File: config.mk
export PLATFORM = sky130hd
export DESIGN_NAME = pc_fetch_unit
export DESIGN_NICKNAME = d
export VERILOG_FILES = /design/src/rtl/pc_fetch_unit.sv
export SDC_FILE = /design/constraint.sdc
export NUM_CORES = 1
export LEC_CHECK = 0
export BUFFER_PORTS_ARGS = -buffer_cell sky130_fd_sc_hd__buf_2
export CORE_UTILIZATION = 42
export DETAILED_ROUTE_END_ITERATION = 12
export PLACE_DENSITY = 0.75
export SLEW_MARGIN = 20
export SYNTH_ARGS = -nofsm -noshare
export SYNTH_HDL_FRONTEND = slang
export SYNTH_SLANG_ARGS = --single-unit
File: constraint.sdc
create_clock -name clk -period 1.7 [get_ports clk]
set_clock_uncertainty 0.1 [all_clocks]
set_input_delay 0.085 -clock clk [delete_from_list [all_inputs] [get_ports clk]]
set_output_delay 0.085 -clock clk [all_outputs]
set_load 0.05 [all_outputs]
File: src/rtl/pc_fetch_unit.sv
// -----------------------------------------------------------------------------
// pc_fetch_unit
//
// Registered program counter for the fetch stage. Each advancing cycle the PC
// steps by STEP (modulo 2^PC_W). Stall holds it, and a redirect loads a
// branch/jump target. An optional return-address stack (RAS) serves
// call/return.
//
// Build option:
//   PC_FETCH_RAS_EN  defined   -> RAS storage built (RAS_DEPTH entries)
//                    undefined -> no RAS. call is ignored, ret never pops,
//                                 ras_empty=1, ras_full=0, ras_ovf=0
//
// Parameters:
//   PC_W       PC / address width (2..32)
//   STEP       increment per advancing cycle (1..2^PC_W-1)
//   RESET_PC   PC value loaded on reset
//   RAS_DEPTH  RAS entries, power of two, >= 2 (RAS builds only)
//
// Ports:
//   clk            rising-edge clock
//   rst_n          asynchronous active-low reset
//   stall          hold PC and RAS this cycle
//   redirect_valid load redirect_pc (branch taken / jump / call)
//   redirect_pc    redirect target
//   call           marks the redirect as a call and pushes the return address
//   ret            return, taking its target from the RAS top (falls back to
//                  redirect_pc when the RAS is empty)
//   pc             current PC (registered)
//   pc_inc         pc + STEP (combinational)
//   pc_valid       pc holds a fetchable address
//   ras_empty      RAS holds no entries
//   ras_full       RAS holds RAS_DEPTH entries
//   ras_ovf        sticky flag, set when a push overwrote the oldest entry
//
// State | meaning
// ------+--------------------------------------------------------------
// S_WAIT| out of reset; first edge only raises pc_valid, pc stays put
// S_RUN | normal fetch; stall / ret / redirect / increment each edge
// -----------------------------------------------------------------------------
module pc_fetch_unit #(
  parameter int unsigned PC_W      = 7,
  parameter int unsigned STEP      = 1,
  parameter int unsigned RESET_PC  = 0,
  parameter int unsigned RAS_DEPTH = 4
) (
  input  logic            clk,
  input  logic            rst_n,
  input  logic            stall,
  input  logic            redirect_valid,
  input  logic [PC_W-1:0] redirect_pc,
  input  logic            call,
  input  logic            ret,
  output logic [PC_W-1:0] pc,
  output logic [PC_W-1:0] pc_inc,
  output logic            pc_valid,
  output logic            ras_empty,
  output logic            ras_full,
  output logic            ras_ovf
);

  localparam logic [PC_W-1:0] STEP_V  = PC_W'(STEP);
  localparam logic [PC_W-1:0] RESET_V = PC_W'(RESET_PC);

  typedef enum logic {
    S_WAIT = 1'b0,
    S_RUN  = 1'b1
  } state_t;

  state_t          state;
  logic [PC_W-1:0] pc_next;

  // Natural wrap of the PC_W-bit adder gives the modulo 2^PC_W behaviour.
  assign pc_inc = pc + STEP_V;

`ifdef PC_FETCH_RAS_EN

  localparam int unsigned PTR_W = (RAS_DEPTH > 1) ? $clog2(RAS_DEPTH) : 1;
  localparam int unsigned CNT_W = PTR_W + 1;
  localparam logic [CNT_W-1:0] DEPTH_V = CNT_W'(RAS_DEPTH);

  logic [PC_W-1:0]  ras_mem [RAS_DEPTH];
  // wr_ptr points at the slot the next push writes; the top is wr_ptr-1.
  // With a power-of-two depth the pointer wraps on its own, so a push while
  // full lands on the oldest entry.
  logic [PTR_W-1:0] wr_ptr;
  logic [CNT_W-1:0] ras_cnt;
  logic             ovf_q;
  logic [PTR_W-1:0] top_ptr;
  logic             do_push;
  logic             do_pop;

  assign top_ptr   = wr_ptr - PTR_W'(1);
  assign ras_empty = (ras_cnt == '0);
  assign ras_full  = (ras_cnt == DEPTH_V);
  assign ras_ovf   = ovf_q;

  always_comb begin
    pc_next = pc_inc;
    do_push = 1'b0;
    do_pop  = 1'b0;
    if (ret && !ras_empty) begin
      pc_next = ras_mem[top_ptr];
      do_pop  = 1'b1;
    end else if (ret) begin
      // Empty RAS: act like an ordinary jump or fall-through, and never pop.
      pc_next = redirect_valid ? redirect_pc : pc_inc;
    end else if (redirect_valid) begin
      pc_next = redirect_pc;
      do_push = call;
    end
  end

  // Entry storage needs no reset; ras_cnt alone says which entries are live.
  always_ff @(posedge clk) begin
    if (state == S_RUN && !stall && do_push) begin
      ras_mem[wr_ptr] <= pc_inc;
    end
  end

  always_ff @(posedge clk or negedge rst_n) begin
    if (!rst_n) begin
      wr_ptr  <= '0;
      ras_cnt <= '0;
      ovf_q   <= 1'b0;
    end else if (state == S_RUN && !stall) begin
      if (do_push) begin
        wr_ptr <= wr_ptr + PTR_W'(1);
        if (ras_cnt == DEPTH_V) begin
          ovf_q <= 1'b1;
        end else begin
          ras_cnt <= ras_cnt + CNT_W'(1);
        end
      end else if (do_pop) begin
        wr_ptr  <= top_ptr;
        ras_cnt <= ras_cnt - CNT_W'(1);
      end
    end
  end

`else

  // Without a RAS, call has no effect and ret reduces to a jump/increment.
  logic unused_cfg;
  assign unused_cfg = &{1'b0, call, 1'(RAS_DEPTH)};

  assign ras_empty = 1'b1;
  assign ras_full  = 1'b0;
  assign ras_ovf   = 1'b0;

  always_comb begin
    pc_next = pc_inc;
    if (ret) begin
      pc_next = redirect_valid ? redirect_pc : pc_inc;
    end else if (redirect_valid) begin
      pc_next = redirect_pc;
    end
  end

`endif

  always_ff @(posedge clk or negedge rst_n) begin
    if (!rst_n) begin
      state    <= S_WAIT;
      pc       <= RESET_V;
      pc_valid <= 1'b0;
    end else begin
      case (state)
        S_WAIT: begin
          // Control inputs are ignored on this edge; pc stays at RESET_PC.
          state    <= S_RUN;
          pc_valid <= 1'b1;
        end
        S_RUN: begin
          if (!stall) begin
            pc <= pc_next;
          end
        end
        default: begin
          state    <= S_WAIT;
          pc_valid <= 1'b0;
        end
      endcase
    end
  end

endmodule

# Word level (Yosys, flattened, before mapping)
# Index checks and enable logic that the tools add are counted.
dict set report totals {
  ff_bits 9
  in_bits 13
  out_inout_bits 18
  wordCells 7
}
dict set report classes {
  n_addsub 1
  n_mux 1
  bitwise 1
  reduce_logical 1
}
# op count
set ops {}
lappend ops {{adder 7 x 1 -> 7 bit, second input constant} 1}
lappend ops {{two-way mux 7 bit} 1}
lappend ops {{AND reduction 2 bit} 1}
lappend ops {{NOT 1 bit} 1}

# Longest topological paths before layout
# Gate-level depths: netlist of the first run.
dict set report depth {
  ltp_word 2
  ltp_mapped 5
  depth_no_buf 4
}

# Worst setup path after synthesis of the first run
# No wires, ideal clock.
dict set report synth_path {
  kind {register to output}
  start {register pc[0]}
  end {output pc_inc[6]}
  arrival_time_ns 2.207
  required_time_ns 1.515
  path_slack_ns -0.692
  path_stages_with_launch 6
  n_path_buf 1
  path_cell_list {dfrtp_1 -> ha_1 -> and3_1 -> buf_6 -> nand3_1 -> xnor2_1}
}
dict set report synth_between {
  elab_chain_cells 1
}
# element line
set synth_lines {}
lappend synth_lines {{from (decl)} 54} ;# output logic [PC_W-1:0] pc,
lappend synth_lines {{from (signal assigned)} 176} ;# pc <= pc_next;
lappend synth_lines {{adder 7 x 1 -> 7 bit} 74} ;# assign pc_inc = pc + STEP_V;
lappend synth_lines {{to (decl)} 55} ;# output logic [PC_W-1:0] pc_inc,
# No other way between the ends.

# Worst setup path after layout of the first run
dict set report layout_path {
  start {register pc[1]}
  end {output pc_inc[5]}
}
# The elaborated chain is that of the path after synthesis.

==> results of run 1 <==
## repair_timing
item / in CTS / in global routing
endpoints found under the hold margin: 10 / 0
gates resized for setup: 6 / 1
hold buffers: 2 / 0
setup endpoints to repair: 3 / 2
buffers inserted: 0 / 1
pin swaps: 2 / 2
## routing by layer
metal | track usage, % | wire, um | vias to the layer above
met3 | 3.41 | 71 | 2
met4 | 10.3 | 4 | 0
li1 | - | - | 278
met1 | 26.3 | 586 | 269
met5 | 0 | 0 | -
met2 | 31.3 | 662 | 24
## cell families after synthesis
kind of cell             Yosys count  share of synthesized area [%]
AO/OA/AOI/OAI                     14                           17.9
multiplexers                       4                           7.26
AND/OR/NAND/NOR                   18                           16.0
buffers and inverters              9                           9.40
XOR/XNOR                           5                           7.48
other                              2                           1.28
flip-flops                         9                           38.5
adder cells (fa/ha/maj)            1                           2.14
## critical path: cells and delay by family, from the launching register on
family,cells,cell delay (ns)
AND/OR/NAND/NOR,2,0.32
XOR/XNOR,1,0.12
buffers and inverters,2,0.32
flip-flops,1,0.43
## synthesized netlist by cell type
| cell | count | area (um^2) |
|---|---|---|
| nand2b_1 | 2 | 12.5 |
| a22oi_1 | 1 | 7.51 |
| mux2i_1 | 2 | 20.0 |
| ha_1 | 1 | 12.5 |
| conb_1 | 2 | 7.51 |
| dfrtp_1 | 9 | 225 |
| nand2_1 | 5 | 18.8 |
| o2bb2ai_1 | 1 | 8.76 |
| o31a_2 | 1 | 10.0 |
| buf_2 | 2 | 10.0 |
| nor2_1 | 1 | 3.75 |
| o21ai_0 | 5 | 25.0 |
| buf_6 | 1 | 11.3 |
| nand3_1 | 4 | 20.0 |
| and3_1 | 2 | 12.5 |
| xor2_1 | 2 | 17.5 |
| xnor2_1 | 3 | 26.3 |
| o211ai_2 | 1 | 12.5 |
| or3_1 | 3 | 18.8 |
| a31oi_1 | 1 | 6.26 |
| mux2_2 | 2 | 22.5 |
| inv_1 | 3 | 11.3 |
| a311o_1 | 2 | 20.0 |
| o211ai_1 | 2 | 15.0 |
| buf_4 | 3 | 22.5 |
| and2b_1 | 1 | 7.51 |
## report_power, final
part,internal (mW),leakage [nW],switching (mW)
combinational,0.179,0.307,0.400
sequential,0.249,0.0965,0.0343
clock,0.0905,0.0150,0.0764
total,0.518,0.419,0.511
## registers in the layout, summed over array words and instances (netlist names)
| signal | count |
|---|---|
| pc | 7 |
| pc_valid | 1 |
| state | 1 |
## worst min-delay path by stage
| stage | depth (start not counted) | end | from | slack (ns) |
|---|---|---|---|---|
| after global routing | 3 | pc[2] | redirect_pc[2] | 0.03 |
| after floorplan | 0 | pc[0] | rst_n | -0.31 |
| after detailed placement | 1 | pc[5] | rst_n | -0.15 |
| after CTS | 3 | pc[1] | redirect_pc[1] | 0.01 |
| final | 3 | pc[1] | redirect_pc[1] | 0.02 |
| after global placement | 1 | pc[5] | rst_n | -0.15 |
## layout make-up
type / instances / area, um^2
Fill cell: 93 / 403
Clock buffer: 4 / 26.3
Timing Repair Buffer: 33 / 203
Multi-Input combinational cell: 46 / 408
Tap cell: 15 / 18.8
Sequential cell: 9 / 231
Inverter: 3 / 11.3
## per-stage QoR
step	std cells	TNS, ns	setup WS [ns]	hold WS, ns	utilization [%]
finish	110	0	0.0621	0.0157	69.0
detailed placement	103	0	0.0598	-0.150	63.2
global route	110	0	0.00463	0.0278	69.0
CTS	109	0	0.00172	0.0130	68.2
floorplan	64	-0.0482	-0.0273	-0.311	-
global placement	103	0	0.106	-0.148	63.2
==> results.md, run 1 <==
Timing:
- The worst path uses 96.3% of the clock period.
- The final number of hold-violating endpoints is 0.
- The shortest period the worst path allows is 1.64 ns.
- The count of final setup violators is 0.
- The max-slew violation total from the final report is 0.
- The maximum operating frequency is 0.611 GHz.
- Setup repair after global routing left no endpoint under its margin.

Setup path:
- For this run, the slowest stage of the critical path takes approximately 0.43 ns.
- The count of cells along the worst register-to-register path is 4.
- Across all register-to-register paths, the minimum setup slack is approximately 0.31 ns.
- The critical path goes through buf_4, and3_1, nand3_2, xnor2_4, buf_6.
- The slowest stage of the critical path belongs to the cell dfrtp_2.
- In this run the critical register-to-register path is launched from pc[1].
- The setup path with the least slack is of type flop to output port.
- The type of destination of the critical path is an output port.
- STA puts the critical path data required time at between 1.5 and 2 ns.
- The kind of launch point of the worst setup path is a flop.
- The critical path ends at pc_inc[5].
- Data arrives at the worst endpoint at 1.45 ns.
- The beginning of the critical path is pc[1].
- In this run the worst path has a maximum fanout of 5.
- The worst register-to-register path ends at pc[5].

Floorplan:
- The floorplan step set the die height to just under 40 um.
- Once the floorplan was initialized, standard cells occupied between 40% and 50% of the core.
- After floorplanning, the core was sized to cover ~0.0013 mm^2.
- The number of top-level pins is 31.
- The floorplan has 13 rows.
- The die outline area is between 0.0015 and 0.002 mm^2.
- The die is between 30 and 40 um wide.

Finish:
- The final layout contains 110 nets.
- The final instance area is around 900 um^2.
- Relative to the synthesized area, the layout overhead comes to 53.4%.
- The layout cell share with drive strength beyond 1 is a little over half.
- The leading cell type in the layout, fill and taps excluded is buf_2.
- The repair_antennas step left the layout with diodes totalling 0.
- In the layout the commonest cells are buf_2, buf_4, nand2_1, o21ai_0, dfrtp_2.

Detailed routing:
- The average wire length per cell after detail routing is 12.0 um.
- The count of nets left with antenna violations after detail routing is 0.
- The starting DRC count in detailed routing is 9.
- The number of design rule violations left after detail routing is 0.
- The detailed-route via count is 573.
- The first-pass detailed-route iteration total is 4.
- After detailed routing, the total wire length is about 1300 um.
- Using the TritonRoute via totals, the vias-per-cell ratio works out to about 5.2.

Clock tree:
- Counting along the longest clock path gives a buffer depth of 2.
- The clock insertion delay at the later pin of the skew report is 0.26 ns.
- The root cell of the clock tree is clkbuf_4.
- Clock-pin slew was measured on the worst setup and hold paths at ~0.06 ns.
- The TritonCTS clock tree is yes.
- Clock tree synthesis inserted a total of 3 buffers.
- The number of sinks driven by the clock tree is 9.
- The maximum level of the CTS H-tree is 1.

Global routing:
- Global routing finished with a remaining overflow of 0.
- The initial antenna violation count came to 0.
- The global-route wire length before repair is a little over 2000 um.
- The via count of the first global-routing pass is around 480.
- Entering global routing, the biggest net connects 17 pins.
- Global routing consumed, over all layers together, between 20 and 25% of the routing resources.

Synthesis:
- After technology mapping, the gate count stands at slightly above 60.
- Summing the sequential cell areas from Yosys gives roughly 38% of the chip area.
- The netlist uses 26 different library cells.
- For this run, the number of Yosys warnings is 0.
- Summing every instance area after synthesis gives 586 um^2.
- The flip-flop and latch count after synthesis is 9.
- The synthesized area per cell is 9.44 um^2.

Placement:
- Port buffering added 25 buffers.
- The placed instance area is roughly 820 um^2.
- The final estimated routing congestion in global placement is roughly 0.76.
- The half-perimeter wire length after detailed placement is about 990 um.

Power:
- The total chip power is between 1 and 1.5 mW.
- The peak ir drop on the vdd network is roughly 0.86 mV.
- The total power density per cell area is between 1000 and 1500 mW/mm^2.
- Summed over all cells, the static leakage comes to 0.419 nW.

Status:
- The flow ran to the end, and the final reports show no timing, DRC or antenna violations.

Min path:
- The class of the most critical hold timing path is primary input to flop.

Job:
- The max-cap check violation count is 0.
Note: power is estimated with default switching activity, not from simulation.
==> run 2: changes to the inputs <==
==> constraint.sdc (replaced) <==
create_clock -name clk -period 1.7 [get_ports clk]
set_clock_uncertainty 0.1 [all_clocks]
set_input_delay 0.17 -clock clk [delete_from_list [all_inputs] [get_ports clk]]
set_output_delay 0.17 -clock clk [all_outputs]
set_load 0.05 [all_outputs]
==> run 2 against run 1 <==
The flow now finishes with violations (setup timing); hold slack gained 0.050 ns; clock power about the same; die area unchanged; cell count increased by 4.5%; wire length grew 19%; sequential power increased by 5%; critical endpoint is now pc_inc[4]; highest routed layer unchanged.
==> results.md, run 2 (synthesis gave the netlist of run 1 again) <==
Status:
- The run finished, with violations left.
- The final reports fail on setup timing.

Power:
- The total power density per cell area came to 1130 mW/mm^2 (-1.4%).
- The peak ir drop on the vdd network was 0.951 mV (+10%).
- The leakage power figure is 0.447 nW (+6.8%).

Clock tree:
- The maximum level of the CTS H-tree is 1 (unchanged).
- The number of CTS-inserted buffers is 3 (unchanged).
- The clock insertion delay at the later pin of the skew report is 0.26 ns (about the same).
- The root cell of the clock tree is clkbuf_4.
- The number of buffers between clock root and the deepest sink is 2 (unchanged).
- The clock transition time at the flip-flop clock pins of the worst setup and hold paths is 0.06 ns (about the same).
- The number of sinks driven by the clock tree is 9 (unchanged).
- The TritonCTS clock tree is yes.

Setup path:
- The standard cell with the maximum stage delay on the critical path is dfrtp_2.
- The type of destination of the critical path is an output port.
- The reg-to-reg critical path startpoint is pc[1].
- The biggest fanout along the worst timing path was 2 (-3).
- The buffering stage count on the worst path with inverters included was 2 (unchanged).
- The critical path goes through ha_4, and3_4, buf_6, xor2_2, buf_6.
- The critical path class is flop to output port.
- The largest stage delay on the critical path is 0.42 ns (about the same).
- The cell repeated most along the worst path is buf_6.
- The kind of launch point of the worst setup path is a flop.
- The data required time at the worst endpoint is 1.43 ns (-0.08 ns).
- The cell family contributing the most delay on the critical path is flip-flops.
- The endpoint arrival time on the critical path was 1.48 ns (+0.03 ns).
- The beginning of the critical path is pc[1].

Timing:
- The shortest period the worst path allows is 1.75 ns (+0.114 ns).
- The count of final setup violators came to 1 (+1).
- The slack of the critical path is -0.0522 ns (-0.114 ns).
- The final number of hold-violating endpoints was 0 (unchanged).
- The maximum operating frequency is 0.571 GHz (-6.5%).
- The worst slack on hold paths is 0.0656 ns (+0.0499 ns).
- Setup repair after global routing could not meet its margin everywhere.
- The post-route fraction of the period consumed by the critical path was 103% (+6.7 points).
- The max-slew violation total from the final report is 0 (unchanged).

Floorplan:
- The chip height is 39.3 um (unchanged).
- The number of top-level pins came to 31 (unchanged).
- The width of the die was 39.3 um (unchanged).
- The count of standard-cell rows is 13 (unchanged).
- The area of the placeable core is 0.00130 mm^2 (unchanged).
- The die outline area is 0.00155 mm^2 (unchanged).
- The starting density of the core came to 45.0% (unchanged).

Finish:
- The final instance area is 970 um^2 (+7.9%).
- The area growth from synthesis to layout is 65.6%.
- The number of inserted diodes came to 0 (unchanged).
- The layout cell share with drive strength beyond 1 is 60.0% (+5.3 points).
- Ranked by flip-flop count, first place goes to pc.
- The library cells used most frequently in the layout, excluding fill and tap cells, are buf_2, buf_4.
- The count of non-filler cells in the finished layout was 115 (+4.5%).
- The number of flip-flops in the largest register is 7 (unchanged).
- The number of fill cells is 93 (unchanged).
- The final net count came to 115 (+4.5%).
- In the final layout, the registers with the most flip-flops are pc (7), pc_valid (1), state (1).
- The library cell used most frequently in the layout, excluding fill and tap cells, is buf_2.

Global routing:
- In this run the most used layer during global routing was met2.
- The initial antenna violation count is 0 (unchanged).
- The pin count of the biggest net entering global routing was 17 (unchanged).
- The global routing usage on met1 is 26.9% (+0.54 points).
- The global-route wire length before repair is 2300 um (+13%).
- The met2 capacity usage during global routing is 39.6% (+8.3 points).
- The overall overflow remaining after global route was 0 (unchanged).
- The global-route total usage across every layer is 23.4% (+3.3 points).
- The met3 layer usage reported by global route is 5.11% (+1.7 points).
- The via count of the first global-routing pass was 525 (+9.8%).

Detailed routing:
- The average wire length per cell after detail routing is 13.7 um (+14%).
- The via density per instance is 5.29 (+1.5%).
- The sum of routed wire length over all layers was 1580 um (+19%).
- The count of nets left with antenna violations after detail routing came to 0 (unchanged).
- The detailed-route via count was 608 (+6.1%).
- The first-pass detailed-route iteration total is 4 (unchanged).
- The starting DRC count in detailed routing is 9 (unchanged).
- The number of design rule violations left after detail routing came to 0 (unchanged).

Placement:
- The half-perimeter wire length after detailed placement is 991 um (+0.50%).
- The final estimated routing congestion in global placement is 0.751 (-1.8%).
- The count of placed standard cells including taps came to 101 (-1.9%).
- The placed instance area was 807 um^2 (-1.8%).
- The count of buffers from port buffering was 25 (unchanged).

Min path:
- The class of the most critical hold timing path is primary input to flop.
- The critical hold path startpoint is redirect_pc[0].

Job:
- The max-cap check violation count is 0 (unchanged).
[run 2: repair_timing]
action	in CTS	in global routing
cloned	0	0
gates resized for setup	12	3
setup endpoints to repair	3	5
endpoints found under the hold margin	9	0
pin swaps	3	1
buffers inserted	6	3
hold buffers	1	0
[run 2: metrics by stage]
step                TNS, ns  setup WS, ns  total power, mW  utilization (%)
floorplan            -0.218        -0.112            0.730                -
global placement          0        0.0685            0.817             62.0
detailed placement        0        0.0401            0.827             62.0
CTS                 -0.0832       -0.0669             1.06             71.9
global route         -0.182       -0.0966             1.14             74.5
finish              -0.0522       -0.0522             1.10             74.5
[run 2: worst paths after layout]
path                            slack (ns)   endpoint  depth (start not counted)
max in group asynchronous             1.11      pc[2]                          2
worst max register to register        0.07      pc[6]                          6
worst min register to register        0.37   pc_valid                          1
worst min-delay path                  0.07      pc[0]                          3
min in group asynchronous             0.19      state                          2
worst max-delay path                 -0.05  pc_inc[4]                          5
[run 2: area by class of cell]
type | instances | area [um^2] | share of cell area (%)
inverters | 3 | 11.3 | 1.16
clock buffers | 4 | 26.3 | 2.71
well taps | 15 | 18.8 | 1.94
multi-input cells | 46 | 425 | 43.9
flip-flops and latches | 9 | 231 | 23.9
repair buffers | 38 | 256 | 26.5
[run 2: metal layers]
| layer | vias to the layer above | part of all wire (%) |
|---|---|---|
| met5 | - | 0 |
| met4 | 0 | 1.7 |
| met1 | 288 | 42 |
| li1 | 286 | - |
| met2 | 30 | 51 |
| met3 | 4 | 5.5 |
[run 2: worst reg2reg max path: stages (launching register included)]
cell and delay, ns:
dfrtp_2 0.42, ha_4 0.16, and3_4 0.19, buf_6 0.12, buf_4 0.13, a311o_1 0.35
o211ai_2 0.07
[run 2: power breakdown]
part,internal (mW),switching (mW)
Sequential,0.249,0.0482
Clock,0.0906,0.0786
Combinational,0.217,0.412
